### src/rtl/ps2_host_tx.sv
// PS/2 host-to-device command transmitter: inhibit, request-to-send, 11-clock frame, ack check.
// Optional macro PS2_TX_RETRY_EN: up to 3 attempts per byte before the error pulse.
module ps2_host_tx #(
    parameter int INHIBIT_CYCLES = 6000,
    parameter int TIMEOUT_CYCLES = 750000,
    parameter int SYNC_STAGES    = 2
) (
    input  logic       clk,
    input  logic       resetn,
    input  logic [7:0] cmd_data,
    input  logic       cmd_valid,
    output logic       cmd_ready,
    input  logic       ps2_clk_in,
    input  logic       ps2_dat_in,
    output logic       ps2_clk_oe,
    output logic       ps2_dat_oe,
    output logic       busy,
    output logic       done,
    output logic       error
);

    localparam int IW = (INHIBIT_CYCLES > 1) ? $clog2(INHIBIT_CYCLES) : 1;
    localparam int TW = (TIMEOUT_CYCLES > 1) ? $clog2(TIMEOUT_CYCLES) : 1;
    localparam logic [IW-1:0] INH_LAST = IW'(INHIBIT_CYCLES - 1);
    localparam logic [TW-1:0] TMO_LAST = TW'(TIMEOUT_CYCLES - 1);

    typedef enum logic [2:0] {
        S_IDLE, S_INHIBIT, S_REQ, S_SHIFT, S_ACK, S_WAITIDLE, S_DONE, S_ERR
    } state_t;

    state_t                 state_q, state_d;
    logic [SYNC_STAGES-1:0] clk_sync_q, dat_sync_q;
    logic                   clk_prev_q;
    logic [7:0]             data_q, data_d;
    logic                   par_q, par_d;
    logic [3:0]             bit_q, bit_d;
    logic [IW-1:0]          inh_q, inh_d;
    logic [TW-1:0]          tmo_q, tmo_d;
    logic                   clk_oe_q, clk_oe_d;
    logic                   dat_oe_q, dat_oe_d;
    logic                   done_q, done_d;
    logic                   err_q, err_d;
    logic                   clk_s, dat_s, fall, fail;
`ifdef PS2_TX_RETRY_EN
    logic [1:0]             retry_q, retry_d;
`endif

    assign clk_s = clk_sync_q[SYNC_STAGES-1];
    assign dat_s = dat_sync_q[SYNC_STAGES-1];
    assign fall  = clk_prev_q & ~clk_s;

    always_ff @(posedge clk) begin
        if (!resetn) begin
            state_q    <= S_IDLE;
            clk_sync_q <= '1;
            dat_sync_q <= '1;
            clk_prev_q <= 1'b1;
            data_q     <= '0;
            par_q      <= 1'b0;
            bit_q      <= '0;
            inh_q      <= '0;
            tmo_q      <= '0;
            clk_oe_q   <= 1'b0;
            dat_oe_q   <= 1'b0;
            done_q     <= 1'b0;
            err_q      <= 1'b0;
`ifdef PS2_TX_RETRY_EN
            retry_q    <= '0;
`endif
        end else begin
            clk_sync_q[0] <= ps2_clk_in;
            dat_sync_q[0] <= ps2_dat_in;
            for (int i = 1; i < SYNC_STAGES; i++) begin
                clk_sync_q[i] <= clk_sync_q[i-1];
                dat_sync_q[i] <= dat_sync_q[i-1];
            end
            clk_prev_q <= clk_s;
            state_q    <= state_d;
            data_q     <= data_d;
            par_q      <= par_d;
            bit_q      <= bit_d;
            inh_q      <= inh_d;
            tmo_q      <= tmo_d;
            clk_oe_q   <= clk_oe_d;
            dat_oe_q   <= dat_oe_d;
            done_q     <= done_d;
            err_q      <= err_d;
`ifdef PS2_TX_RETRY_EN
            retry_q    <= retry_d;
`endif
        end
    end

    always_comb begin
        state_d  = state_q;
        data_d   = data_q;
        par_d    = par_q;
        bit_d    = bit_q;
        inh_d    = inh_q;
        tmo_d    = tmo_q;
        clk_oe_d = clk_oe_q;
        dat_oe_d = dat_oe_q;
        done_d   = 1'b0;
        err_d    = 1'b0;
        fail     = 1'b0;
`ifdef PS2_TX_RETRY_EN
        retry_d  = retry_q;
`endif
        case (state_q)
            S_IDLE: if (cmd_valid) begin
                data_d   = cmd_data;
                par_d    = ~^cmd_data;
                bit_d    = '0;
                inh_d    = '0;
                clk_oe_d = 1'b1;
                dat_oe_d = 1'b0;
`ifdef PS2_TX_RETRY_EN
                retry_d  = '0;
`endif
                state_d  = S_INHIBIT;
            end
            S_INHIBIT: begin
                if (inh_q == INH_LAST) begin
                    dat_oe_d = 1'b1;
                    state_d  = S_REQ;
                end else begin
                    inh_d = inh_q + IW'(1);
                end
            end
            S_REQ: begin
                clk_oe_d = 1'b0;
                tmo_d    = '0;
                bit_d    = '0;
                state_d  = S_SHIFT;
            end
            // bit_q counts falls already seen; fall 10 releases data for the stop bit
            S_SHIFT: if (fall) begin
                bit_d = bit_q + 4'd1;
                if (bit_q < 4'd8) begin
                    dat_oe_d = ~data_q[bit_q[2:0]];
                end else if (bit_q == 4'd8) begin
                    dat_oe_d = ~par_q;
                end else begin
                    dat_oe_d = 1'b0;
                    state_d  = S_ACK;
                end
            end
            S_ACK: if (fall) begin
                if (dat_s) fail = 1'b1;
                else       state_d = S_WAITIDLE;
            end
            S_WAITIDLE: if (clk_s && dat_s) begin
                done_d  = 1'b1;
                state_d = S_DONE;
            end
            S_DONE:  state_d = S_IDLE;
            S_ERR:   state_d = S_IDLE;
            default: state_d = S_IDLE;
        endcase

        if (state_q inside {S_SHIFT, S_ACK, S_WAITIDLE}) begin
            if (tmo_q == TMO_LAST) fail = 1'b1;
            else                   tmo_d = tmo_q + TW'(1);
        end

        // Any failure releases both lines on the same edge and suppresses done
        if (fail) begin
            clk_oe_d = 1'b0;
            dat_oe_d = 1'b0;
            done_d   = 1'b0;
`ifdef PS2_TX_RETRY_EN
            if (retry_q < 2'd2) begin
                retry_d  = retry_q + 2'd1;
                inh_d    = '0;
                clk_oe_d = 1'b1;
                state_d  = S_INHIBIT;
            end else begin
                err_d   = 1'b1;
                state_d = S_ERR;
            end
`else
            err_d   = 1'b1;
            state_d = S_ERR;
`endif
        end
    end

    assign cmd_ready  = (state_q == S_IDLE);
    assign busy       = (state_q != S_IDLE);
    assign ps2_clk_oe = clk_oe_q;
    assign ps2_dat_oe = dat_oe_q;
    assign done       = done_q;
    assign error      = err_q;

endmodule

### config.mk
export PLATFORM = sky130hd
export DESIGN_NAME = ps2_host_tx
export DESIGN_NICKNAME = d
export VERILOG_FILES = /design/src/rtl/ps2_host_tx.sv
export SDC_FILE = /design/constraint.sdc
export NUM_CORES = 1
export LEC_CHECK = 0
export BUFFER_PORTS_ARGS = -buffer_cell sky130_fd_sc_hd__buf_2
export CAP_MARGIN = 20
export CORE_MARGIN = 2
export CORE_UTILIZATION = 50
export DETAILED_ROUTE_END_ITERATION = 8
export HOLD_SLACK_MARGIN = 0.1
export PLACE_DENSITY = 0.7
export SLEW_MARGIN = 40
export SYNTH_ARGS = -nofsm -noshare
export SYNTH_HDL_FRONTEND = slang
export SYNTH_SLANG_ARGS = --single-unit
### constraint.sdc
create_clock -name clk -period 1.95 [get_ports clk]
set_input_delay 0.195 -clock clk [delete_from_list [all_inputs] [get_ports clk]]
set_output_delay 0.195 -clock clk [all_outputs]
set_load 0.02 [all_outputs]
After elaboration in Yosys (flattened, before gate mapping)

Cells that the tools add are included.
Widths: inputs -> output; s select.

Add/sub/neg operators: 3
Order comparisons: 2
Eq/ne operators: 22
Muxes and demuxes: 36
Bitwise logic cells: 6
Reductions and logical operators: 18

Operator list:

| operator              | count |
|---|---|
| $mux 20               | 3 |
| $mux 3                | 9 |
| $mux 13               | 2 |
| $pmux 13 s2           | 1 |
| $ne 3x3->1 const B    | 7 |
| $pmux 3 s7            | 1 |
| $add 20x1->20 const B | 1 |
| $eq 20x20->1 const B  | 1 |
| $mux 1                | 14 |
| $add 13x1->13 const B | 1 |
| $eq 13x13->1 const B  | 1 |
| $eq 3x3->1 const B    | 4 |
| $pmux 4 s3            | 1 |
| $reduce_bool 3->1     | 4 |
| $mux 4                | 2 |
| $ne 2x2->1 const B    | 4 |
| $reduce_and 8->1      | 1 |
| $reduce_xnor 8->1     | 1 |
| $eq 3x2->1 const B    | 2 |
| $reduce_and 3->1      | 2 |
| $not 1->1             | 5 |
| $add 4x1->4 const B   | 1 |
| $eq 4x4->1 const B    | 1 |
| $lt 3x4->1 const B    | 1 |
| 14 further kinds      | 17 |

Bits in registers: 58
Input port bits: 13
Output and inout bits: 6

Logic depth before layout (Yosys ltp)

Gate-level depths: netlist of run 1.

Depth after elaboration: 8
Gate-level depth with buffers: 8

Worst setup path after synthesis of run 1

OpenSTA, ideal clock, no wires.

Path kind: register to register
From: reg state_q[0]
To: reg inh_q[2]
Arrival time: 1.968 ns
Path slack: -0.135 ns
Cell stages (with the launch flop): 9
Path buffers: 3
Period minus slack after synthesis: 2.085 ns
Cells stage by stage: dfxtp_1 clkbuf_1 clkbuf_1 nor3_1 nand2_1 clkbuf_1 nand3_1 a21oi_1 a31o_2

Longest elaborated chain between the ends: 3

Ends and longest elaborated chain:

| what                                                      | line | RTL |
|---|---|---|
| from (decl)                                               | 31   | `state_t state_q, state_d;` |
| from (signal assigned)                                    | 78   | `state_q <= state_d;` |
| $logic_not 3->1 (*)                                       | -    |  |
| net cmd_ready                                             | 12   | `output logic cmd_ready,` |
| $ne 2x2->1 (no line) or $reduce_bool 2->1 (tied branches) | -    |  |
| $reduce_and 3->1 (no line)                                | -    |  |
| to (signal assigned)                                      | 82   | `inh_q <= inh_d;` |
| to (decl)                                                 | 37   | `logic [IW-1:0] inh_q, inh_d;` |

Mark *: on every way through the listed nets, which the timed path passes. The rest lies on a longest branch.
A chain may end at the register's enable or synchronous reset.

Worst setup path in the final report of run 1

From: reg tmo_q[11]
To: reg tmo_q[7]

Longest elaborated chain between the ends: 3

Ends and longest elaborated chain:

| what                   | line | RTL |
|---|---|---|
| from (decl)            | 38   | `logic [TW-1:0] tmo_q, tmo_d;` |
| from (signal assigned) | 83   | `tmo_q <= tmo_d;` |
| $eq 20x20->1           | 162  | `if (tmo_q == TMO_LAST) fail = 1'b1;` |
| $mux 20                | 162  |  |
| $mux 20                | 161  | `if (state_q inside {S_SHIFT, S_ACK, S_WAITIDLE}) begin` |

Every way passes these cells.

==> results.tsv, run 1 <==
stage	metric	value	unit
global_routing	vias in the first global route	2527	
floorplan	Chip Height	80.4	um
timing	Slew Viols, Final	0	
timing	minimum clock period	2.04	ns
clock_network	Reg clk slew, reported paths	0.06	ns
place	Post-DP HPWL	4.63	mm
detailed_routing	DR vias	2609	
worst_setup_path	CP max FO	6	
logic_synthesis	register area share after synthesis	0.398	
worst_setup_path	WP data required	2.21	ns
timing	Final Setup Violations	16	
timing	RSZ-0062 raised after global routing	yes	
detailed_routing	per-cell routed wire length	14.3	um
timing	crit share post-route	1.05	
timing	hold_ws	0.117	ns
logic_synthesis	Cells after Synth	345	
detailed_routing	final WL	6.68	mm
logic_synthesis	Cell variety after synth	53	
floorplan	I/O pin count	19	
floorplan	initial core utilization	0.523	
floorplan	die area	6460	um^2
timing	Sum Neg Setup Slack	-0.701	ns
floorplan	num rows	27	
worst_setup_path	R2R depth	6	
clock_network	Max Buffers Root-to-Sink	2	
finish	Final Util	0.637	
clock_network	Skew-Pair Late Insertion Delay	0.33	ns
power_and_ir_drop	Peak VDD IR	0.468	mV
logic_synthesis	yosys warns	0	
finish	number of nets in the layout	409	
logic_synthesis	Synth Area per Inst	8.45	um^2
place	Routability Congestion	0.833	
power_and_ir_drop	Int Power	2.43	mW
worst_setup_path	Worst EP arrival	2.30	ns
finish	non-filler cells, final	468	
global_routing	gr usage total	0.229	
power_and_ir_drop	clock power share	0.318	
logic_synthesis	Syn Nets	362	
power_and_ir_drop	Power Total	3.65	mW
logic_synthesis	synthesized area	2920	um^2
logic_synthesis	Synth async-reset ratio	0	
min_path	hold crit path type	in2reg	
floorplan	overall die width	80.4	um
run_status	failing checks	setup timing	
worst_setup_path	WS Path Type	reg2reg	
finish	leading cell type in the layout, fill and taps excluded	dfxtp_1	
timing	Final WS setup	-0.0937	ns
logic_synthesis	ys flop type	dfxtp_1	
place	# placed instances	450	
place	port bufs	18	
min_path	WHS Path Cells	3	
run_status	status	finished, violations left	
finish	commonest cells after routing, fill and taps aside	56 x dfxtp_1, 47 x nand2_1, 30 x nor2_1, 30 x buf_4, 27 x nand3_1	
finish	# diodes	0	
timing	clk_skew	0.0118	ns
job	max-cap viol count	0	
timing	Slew Limit Headroom	0.612	
floorplan	Core Region	5570	um^2
logic_synthesis	EDFF count, synth	0	
worst_setup_path	CP Launch Type	flip-flop	
logic_synthesis	#FFs+latches synth	58	
worst_setup_path	Worst setup EP type	flip-flop	
detailed_routing	Starting DRT DRC Count	222	
power_and_ir_drop	Lkg Pwr	1.32	nW
power_and_ir_drop	combinational fraction of design power	0.307	
clock_network	# clock sinks	58	
power_and_ir_drop	register share of total power	0.376	
finish	share of cells above drive strength 1	0.242	
finish	Fillers	499	
timing	Final Hold Viols	0	
power_and_ir_drop	pwr/cell area	1030	nW/um^2
timing	Worst Tran Pin Value	0.582	ns
detailed_routing	Detailed Routing Iterations Pass 1	4	
clock_network	H-tree depth	3	
global_routing	first-pass GRT wire length	11.4	mm
detailed_routing	# DRC	0	
detailed_routing	antenna viol nets, final	0	
global_routing	largest net degree at the start of global routing	25	
global_routing	antenna violations before repair	0	
finish	area grow syn2layout	21.8	%
global_routing	global route total overflow	0	
detailed_routing	Via-to-Cell Ratio	5.57	
clock_network	CTS tree	built	
power_and_ir_drop	NetSw	1.22	mW
power_and_ir_drop	switching power share of the total	0.335	
clock_network	TritonCTS Buffers	9	
timing	achievable frequency	489	MHz
clock_network	clock root buffer	clkbuf_8	
## metal layers
metal | share of wire | global-route usage
met1 | 0.47 | 0.289
met2 | 0.47 | 0.365
met3 | 0.043 | 0.0517
met4 | 0.023 | 0.119
met5 | 0 | 0
## worst max-delay path: stages, from the launching register on
cell	delay (ns)
dfxtp_1	0.31
or4_1	0.54
or4_4	0.55
o21ai_4	0.18
buf_6	0.15
nand3_1	0.07
a31oi_1	0.19
## final cells by class
cell class | instances | area (um^2) | share of cell area
Clock inverter | 3 | 65.1 | 0.0183
Tap cell | 72 | 90.1 | 0.0254
Inverter | 7 | 26.3 | 0.00740
Multi-Input combinational cell | 263 | 1700 | 0.479
Clock buffer | 12 | 135 | 0.0380
Sequential cell | 58 | 1160 | 0.328
Timing Repair Buffer | 53 | 369 | 0.104
## cell usage after synthesis (4+ instances only)
library cell,count,share of area
clkbuf_1,14,0.018
o21ai_0,7,0.012
xor2_1,9,0.027
nand3_1,27,0.046
a31oi_1,5,0.011
ha_1,4,0.017
inv_1,7,0.0090
nand2_1,48,0.062
nand2b_1,12,0.026
a21oi_1,20,0.034
dfxtp_1,58,0.40
nor3_1,6,0.010
and3_1,7,0.015
xnor2_1,12,0.036
mux2_2,4,0.015
a211oi_1,5,0.013
nand4_1,9,0.019
nor2_1,30,0.039
## final timing paths
path	startpoint	to	slack, ns
max reg2reg	tmo_q[11]	tmo_q[7]	-0.09
max	tmo_q[11]	tmo_q[7]	-0.09
min reg2reg	dat_sync_q[0]	dat_sync_q[1]	0.42
min	cmd_data[7]	data_q[7]	0.12
## sequential cells by signal (all words and copies together), names as in the netlist
name	count
data_q	8
par_q	1
ps2_dat_oe	1
clk_sync_q	2
ps2_clk_oe	1
error	1
clk_prev_q	1
state_q	3
bit_q	4
done	1
tmo_q	20
dat_sync_q	2
inh_q	13
## per-stage QoR
stage / setup slack [ns] / area, um^2
2_1_floorplan: -0.0108 / 2920
5_1_grt: -0.151 / 3550
3_5_place_dp: -0.0722 / 3250
3_3_place_gp: -0.0275 / 3250
6_report: -0.0937 / 3550
4_1_cts: -0.0580 / 3490
## power by group through the flow
| stage | logic, mW | clock network, mW | registers [mW] |
|---|---|---|---|
| 6_report | 1.12 | 1.16 | 1.37 |
| 5_1_grt | 1.23 | 1.23 | 1.38 |
| 4_1_cts | 1.06 | 1.18 | 1.37 |
| 3_5_place_dp | 1.04 | 0 | 1.39 |
| 3_3_place_gp | 1.03 | 0 | 1.39 |
| 2_1_floorplan | 0.751 | 0 | 1.38 |
## cell families (layout without fill, tap and decap cells)
kind of cell / count (synthesis) / after routing / share of synthesized area
adder cells (fa/ha/maj): 4 / 4 / 0.0172
AO/OA/AOI/OAI: 59 / 59 / 0.138
multiplexers: 9 / 9 / 0.0412
buffers and inverters: 24 / 75 / 0.0403
AND/OR/NAND/NOR: 170 / 170 / 0.302
XOR/XNOR: 21 / 21 / 0.0631
flip-flops: 58 / 58 / 0.398
## repair_timing
action,CTS,global route
endpoints found under the setup margin,15,22
hold buffers,2,0
endpoints found under the hold margin,2,0
buffers inserted,0,1
gates resized for setup,3,15
pin swaps,4,2
Note: power is estimated with default switching activity, not from simulation.
==> run 2, diff against run 1 <==
CORE_ASPECT_RATIO = 0.5   (was unset)
==> run 2 against run 1 <==
Against the previous run:
- the run still ends with setup timing left
- die area increased by 0.57%
- cell count is 0.21% higher
- combinational power is essentially flat
- clock skew fell by 0.0082 ns
==> results.tsv, run 2 (same netlist as run 1, synthesis figures left out) <==
stage	metric	value	unit
detailed_routing	Detailed Routing Iterations Pass 1	4	
power_and_ir_drop	Int Power	2.63	mW
place	Post-DP HPWL	5.00	mm
worst_setup_path	CP Cell Sequence	or4b_1 > or4_4 > o21ai_4 > buf_12 > o2111ai_1 > o41ai_1	
global_routing	first-pass GRT wire length	11.6	mm
detailed_routing	per-cell routed wire length	14.9	um
power_and_ir_drop	combinational fraction of design power	0.283	
worst_setup_path	CP Launch Type	flip-flop	
global_routing	gr usage total	0.230	
timing	clk_skew	0.00360	ns
finish	Most flops, register	tmo_q	
power_and_ir_drop	Peak VDD IR	0.550	mV
finish	Final Util	0.649	
clock_network	TritonCTS Buffers	9	
worst_setup_path	critical path's largest stage delay	0.54	ns
detailed_routing	Via-to-Cell Ratio	5.72	
global_routing	global route total overflow	0	
timing	Slew Limit Headroom	0.566	
timing	Worst Tran Pin Value	0.648	ns
worst_setup_path	WP data required	2.16	ns
power_and_ir_drop	register share of total power	0.352	
global_routing	largest net degree at the start of global routing	28	
finish	biggest regs	tmo_q (20), inh_q (13), data_q (8)	
timing	RSZ-0062 raised after global routing	yes	
clock_network	CTS tree	built	
run_status	status	finished, violations left	
job	max-cap viol count	0	
finish	Fillers	453	
timing	Slew Viols, Final	0	
place	port bufs	18	
floorplan	I/O pin count	19	
worst_setup_path	R2R setup slack	-0.07	ns
detailed_routing	DR vias	2681	
timing	Final Hold Viols	0	
global_routing	vias in the first global route	2545	
place	Area after DPL	3270	um^2
timing	minimum clock period	2.02	ns
run_status	failing checks	setup timing	
power_and_ir_drop	pwr/cell area	1090	nW/um^2
detailed_routing	# DRC	0	
power_and_ir_drop	Lkg Pwr	1.36	nW
power_and_ir_drop	switching power share of the total	0.331	
floorplan	Core Region	5560	um^2
detailed_routing	final WL	6.98	mm
clock_network	Reg clk slew, reported paths	0.05	ns
worst_setup_path	Worst setup EP type	flip-flop	
floorplan	overall die width	112	um
timing	Final Setup Violations	13	
power_and_ir_drop	NetSw	1.30	mW
detailed_routing	Starting DRT DRC Count	158	
floorplan	Chip Height	58.0	um
timing	crit share post-route	1.04	
clock_network	Max Buffers Root-to-Sink	2	
finish	# diodes	0	
clock_network	clock root buffer	clkbuf_16	
global_routing	antenna violations before repair	0	
power_and_ir_drop	clock power share	0.365	
clock_network	# clock sinks	58	
worst_setup_path	WS Path Type	reg2reg	
floorplan	num rows	19	
finish	number of nets in the layout	409	
place	DP Worst Slack	-0.134	ns
finish	commonest cells after routing, fill and taps aside	55 x dfxtp_1, 48 x nand2_1, 32 x buf_4	
floorplan	die area	6500	um^2
finish	share of cells above drive strength 1	0.235	
finish	fin area	3610	um^2
finish	leading cell type in the layout, fill and taps excluded	dfxtp_1	
worst_setup_path	CP max-delay cell	or4_4	
timing	Final WS setup	-0.0686	ns
finish	non-filler cells, final	469	
finish	area grow syn2layout	23.8	%
timing	achievable frequency	495	MHz
floorplan	initial core utilization	0.524	
detailed_routing	antenna viol nets, final	0	
finish	flip-flop count of the largest register after layout	20	
clock_network	H-tree depth	3	
worst_setup_path	CP max FO	15	
min_path	hold crit path type	in2reg	
worst_setup_path	Worst EP arrival	2.23	ns
place	# placed instances	452	
place	Routability Congestion	0.841	
clock_network	Skew-Pair Late Insertion Delay	0.33	ns
-- run 2: cell count changes in the layout (fill, tap and decap cells not counted), moves of 2 or more --
cell	before	now
clkbuf_16	0	9
clkbuf_8	9	2
buf_6	3	0
a211oi_1	3	5
a211oi_2	2	0
buf_4	30	32
bufinv_16	2	0
clkbuf_1	3	1
clkinv_2	1	3
-- run 2: power by group through the flow --
stage | Sequential [mW] | Combinational [mW] | Clock (mW)
floorplan | 1.38 | 0.751 | 0
global placement | 1.40 | 1.05 | 0
detailed placement | 1.40 | 1.08 | 0
CTS | 1.38 | 1.10 | 1.46
global route | 1.39 | 1.21 | 1.52
finish | 1.39 | 1.11 | 1.44
-- run 2: final timing paths --
check / cells past startpoint / start / endpoint
setup / recovery: 6 / tmo_q[18] / tmo_q[6]
hold / removal: 3 / cmd_data[7] / data_q[7]
setup reg to reg: 6 / tmo_q[18] / tmo_q[6]
hold reg to reg: 1 / dat_sync_q[0] / dat_sync_q[1]
-- run 2: layout make-up --
cell class              instances  area [um^2]  area share
clock buffers                  12          256      0.0711
clock inverters                 3         15.0     0.00416
inverters                       7         26.3     0.00728
multi-input cells             263         1690       0.467
flip-flops and latches         58         1160       0.323
well taps                      73         91.3      0.0253
repair buffers                 53          370       0.103
-- run 2: critical path, delay by kind of cell, from the launching register on --
family                 cells  cell delay (ns)
AOI/OAI and AO/OA          3             0.41
buffers and inverters      1             0.15
DFF                        1             0.30
and+or+nand+nor            2             1.05
-- run 2: metal layers --
layer / wire (um) / global-route usage / up-vias
met4: 101 / 0.0871 / 0
met1: 3070 / 0.266 / 1281
met5: 0 / 0 / -
li1: - / - / 1323
met3: 392 / 0.0795 / 12
met2: 3420 / 0.404 / 65
-- run 2: stage by stage --
stage	power, mW	TNS [ns]	hold WS, ns
after floorplan	2.13	-0.0176	0.296
after global placement	2.45	-0.279	0.380
after detailed placement	2.48	-1.34	0.385
after CTS	3.94	-0.380	0.119
after global routing	4.13	-1.65	0.129
final	3.94	-0.330	0.128
-- run 2: timing repair --
| item | in CTS | in global routing |
|---|---|---|
| resized for setup | 4 | 6 |
| setup buffers | 0 | 0 |
| endpoints found under the hold margin | 2 | 0 |
| hold buffers | 2 | 0 |
| pin swaps | 3 | 2 |
| setup endpoints to repair | 19 | 24 |
==> run 3, diff against run 2 <==
PLACE_DENSITY = 0.66   (was 0.7)
==> run 3 against run 2 <==
Against the previous run:
- the flow still finishes with violations (setup timing)
- clock power is essentially flat
- worst hold slack lost 0.0039 ns
- routed wire length shrank 0.93%
- critical path type unchanged
- via count shrank 1.2%
- non-clock buffer count grew 4
- global-route usage grew 0.43 points
- fmax grew 0.53%
- clock-buffer cell count grew 1
- sequential share of layout area shrank 0.71 points
- largest cell class unchanged
- register-to-register slack is essentially flat
- critical path depth is the same
- utilization grew 1.5 points
==> results.tsv, run 3 (same netlist as run 1, synthesis figures left out) <==
stage	metric	value	unit
run_status	status	finished, violations left	
run_status	failing checks	setup timing	
power_and_ir_drop	switching power share of the total	0.336	
power_and_ir_drop	NetSw	1.32	mW
worst_setup_path	Worst EP arrival	2.23	ns
finish	Register Area	1170	um^2
timing	Final Hold Viols	0	
finish	biggest regs	tmo_q (20), inh_q (13), data_q (8)	
power_and_ir_drop	clock power share	0.359	
place	Routability Congestion	0.859	
timing	Slew Viols, Final	0	
worst_setup_path	CP Launch Type	flip-flop	
timing	clk_skew	0.00424	ns
clock_network	H-tree depth	3	
finish	share of cells above drive strength 1	0.269	
finish	leading cell type in the layout, fill and taps excluded	dfxtp_1	
detailed_routing	detailed route wirelength on metal3	307	um
global_routing	vias in the first global route	2579	
detailed_routing	max layer used	met4	
global_routing	gr usage total	0.234	
min_path	hold crit path type	in2reg	
floorplan	initial core utilization	0.524	
clock_network	Skew-Pair Late Insertion Delay	0.33	ns
detailed_routing	DR vias	2648	
floorplan	Core Region	5560	um^2
finish	area of the multi-input gates	1750	um^2
job	max-cap viol count	0	
worst_setup_path	WP data required	2.17	ns
power_and_ir_drop	Int Power	2.60	mW
power_and_ir_drop	Power Total	3.92	mW
timing	Final Setup Violations	9	
detailed_routing	M1 WL	3.18	mm
finish	area grow syn2layout	26.7	%
timing	Worst Tran Pin Value	0.590	ns
floorplan	num rows	19	
clock_network	CTS tree	built	
worst_setup_path	Worst setup EP type	flip-flop	
worst_setup_path	CP max FO	7	
global_routing	antenna violations before repair	0	
detailed_routing	Starting DRT DRC Count	107	
finish	Fillers	474	
clock_network	TritonCTS Buffers	9	
global_routing	global route total overflow	0	
finish	number of nets in the layout	413	
clock_network	clock root buffer	clkbuf_16	
place	Post-DP HPWL	4.86	mm
place	Area after DPL	3270	um^2
clock_network	Reg clk slew, reported paths	0.05	ns
finish	commonest cells after routing, fill and taps aside	54 x dfxtp_1, 48 x nand2_1, 35 x buf_4	
finish	flip-flop count of the largest register after layout	20	
timing	achievable frequency	498	MHz
timing	RSZ-0062 raised after global routing	yes	
floorplan	overall die width	112	um
place	port bufs	18	
power_and_ir_drop	pwr/cell area	1060	nW/um^2
timing	minimum clock period	2.01	ns
power_and_ir_drop	combinational fraction of design power	0.288	
floorplan	I/O pin count	19	
clock_network	Max Buffers Root-to-Sink	2	
timing	Slew Limit Headroom	0.606	
power_and_ir_drop	Lkg Pwr	1.40	nW
floorplan	die area	6500	um^2
timing	hold_ws	0.124	ns
finish	Most flops, register	tmo_q	
global_routing	largest net degree at the start of global routing	19	
finish	# diodes	0	
finish	fin area	3690	um^2
power_and_ir_drop	register share of total power	0.353	
timing	crit share post-route	1.03	
detailed_routing	# DRC	0	
floorplan	Chip Height	58.0	um
detailed_routing	antenna viol nets, final	0	
detailed_routing	met2 wire length	3.30	mm
detailed_routing	final WL	6.91	mm
detailed_routing	Via-to-Cell Ratio	5.59	
clock_network	# clock sinks	58	
global_routing	first-pass GRT wire length	11.8	mm
timing	Final WS setup	-0.0580	ns
worst_setup_path	WS Path Type	reg2reg	
detailed_routing	per-cell routed wire length	14.6	um
power_and_ir_drop	Peak VDD IR	0.983	mV
detailed_routing	Detailed Routing Iterations Pass 1	4	
[run 3: through the flow]
stage	cells	utilization	setup TNS [ns]	setup slack, ns
after CTS	471	0.649	-0.259	-0.0454
after detailed placement	453	0.588	-0.867	-0.122
final	474	0.664	-0.315	-0.0580
after floorplan	345	-	-0.0176	-0.0108
after global routing	474	0.664	-1.21	-0.118
after global placement	453	0.588	-0.289	-0.0649
[run 3: worst paths after layout]
path	slack [ns]	end	depth (start not counted)	from
max	-0.06	tmo_q[6]	6	tmo_q[4]
min	0.12	data_q[7]	3	cmd_data[7]
max reg2reg	-0.06	tmo_q[6]	6	tmo_q[4]
min reg2reg	0.41	dat_sync_q[1]	1	dat_sync_q[0]
[run 3: critical path: stages (launching register included)]
cell	delay, ns
dfxtp_1	0.30
or4b_1	0.51
or4_4	0.53
o21ai_4	0.17
buf_6	0.17
o2111ai_4	0.11
o41ai_2	0.09
[run 3: power groups by stage]
stage	registers, mW	logic [mW]	clock network, mW
5_1_grt	1.40	1.24	1.50
3_3_place_gp	1.40	1.03	0
2_1_floorplan	1.38	0.751	0
6_report	1.38	1.13	1.41
4_1_cts	1.38	1.09	1.43
3_5_place_dp	1.40	1.05	0
[run 3: layer usage]
layer / vias to the layer above / track usage
met3: 15 / 0.0732
met4: 0 / 0.0993
met5: - / 0
met1: 1272 / 0.280
met2: 31 / 0.401
li1: 1330 / -
[run 3: repair_timing]
| item | CTS | global route |
|---|---|---|
| gates resized for setup | 13 | 13 |
| buffers inserted | 0 | 3 |
| pin swaps | 9 | 3 |
| endpoints found under the setup margin | 19 | 24 |
| hold endpoints to repair | 2 | 0 |
| hold buffers | 2 | 0 |
[run 3: final cells by class]
class	count	area share
clock buffers	13	0.0677
clock inverters	3	0.00406
inverters	7	0.00711
multi-input cells	263	0.474
flip-flops and latches	58	0.316
well taps	73	0.0247
repair buffers	57	0.107
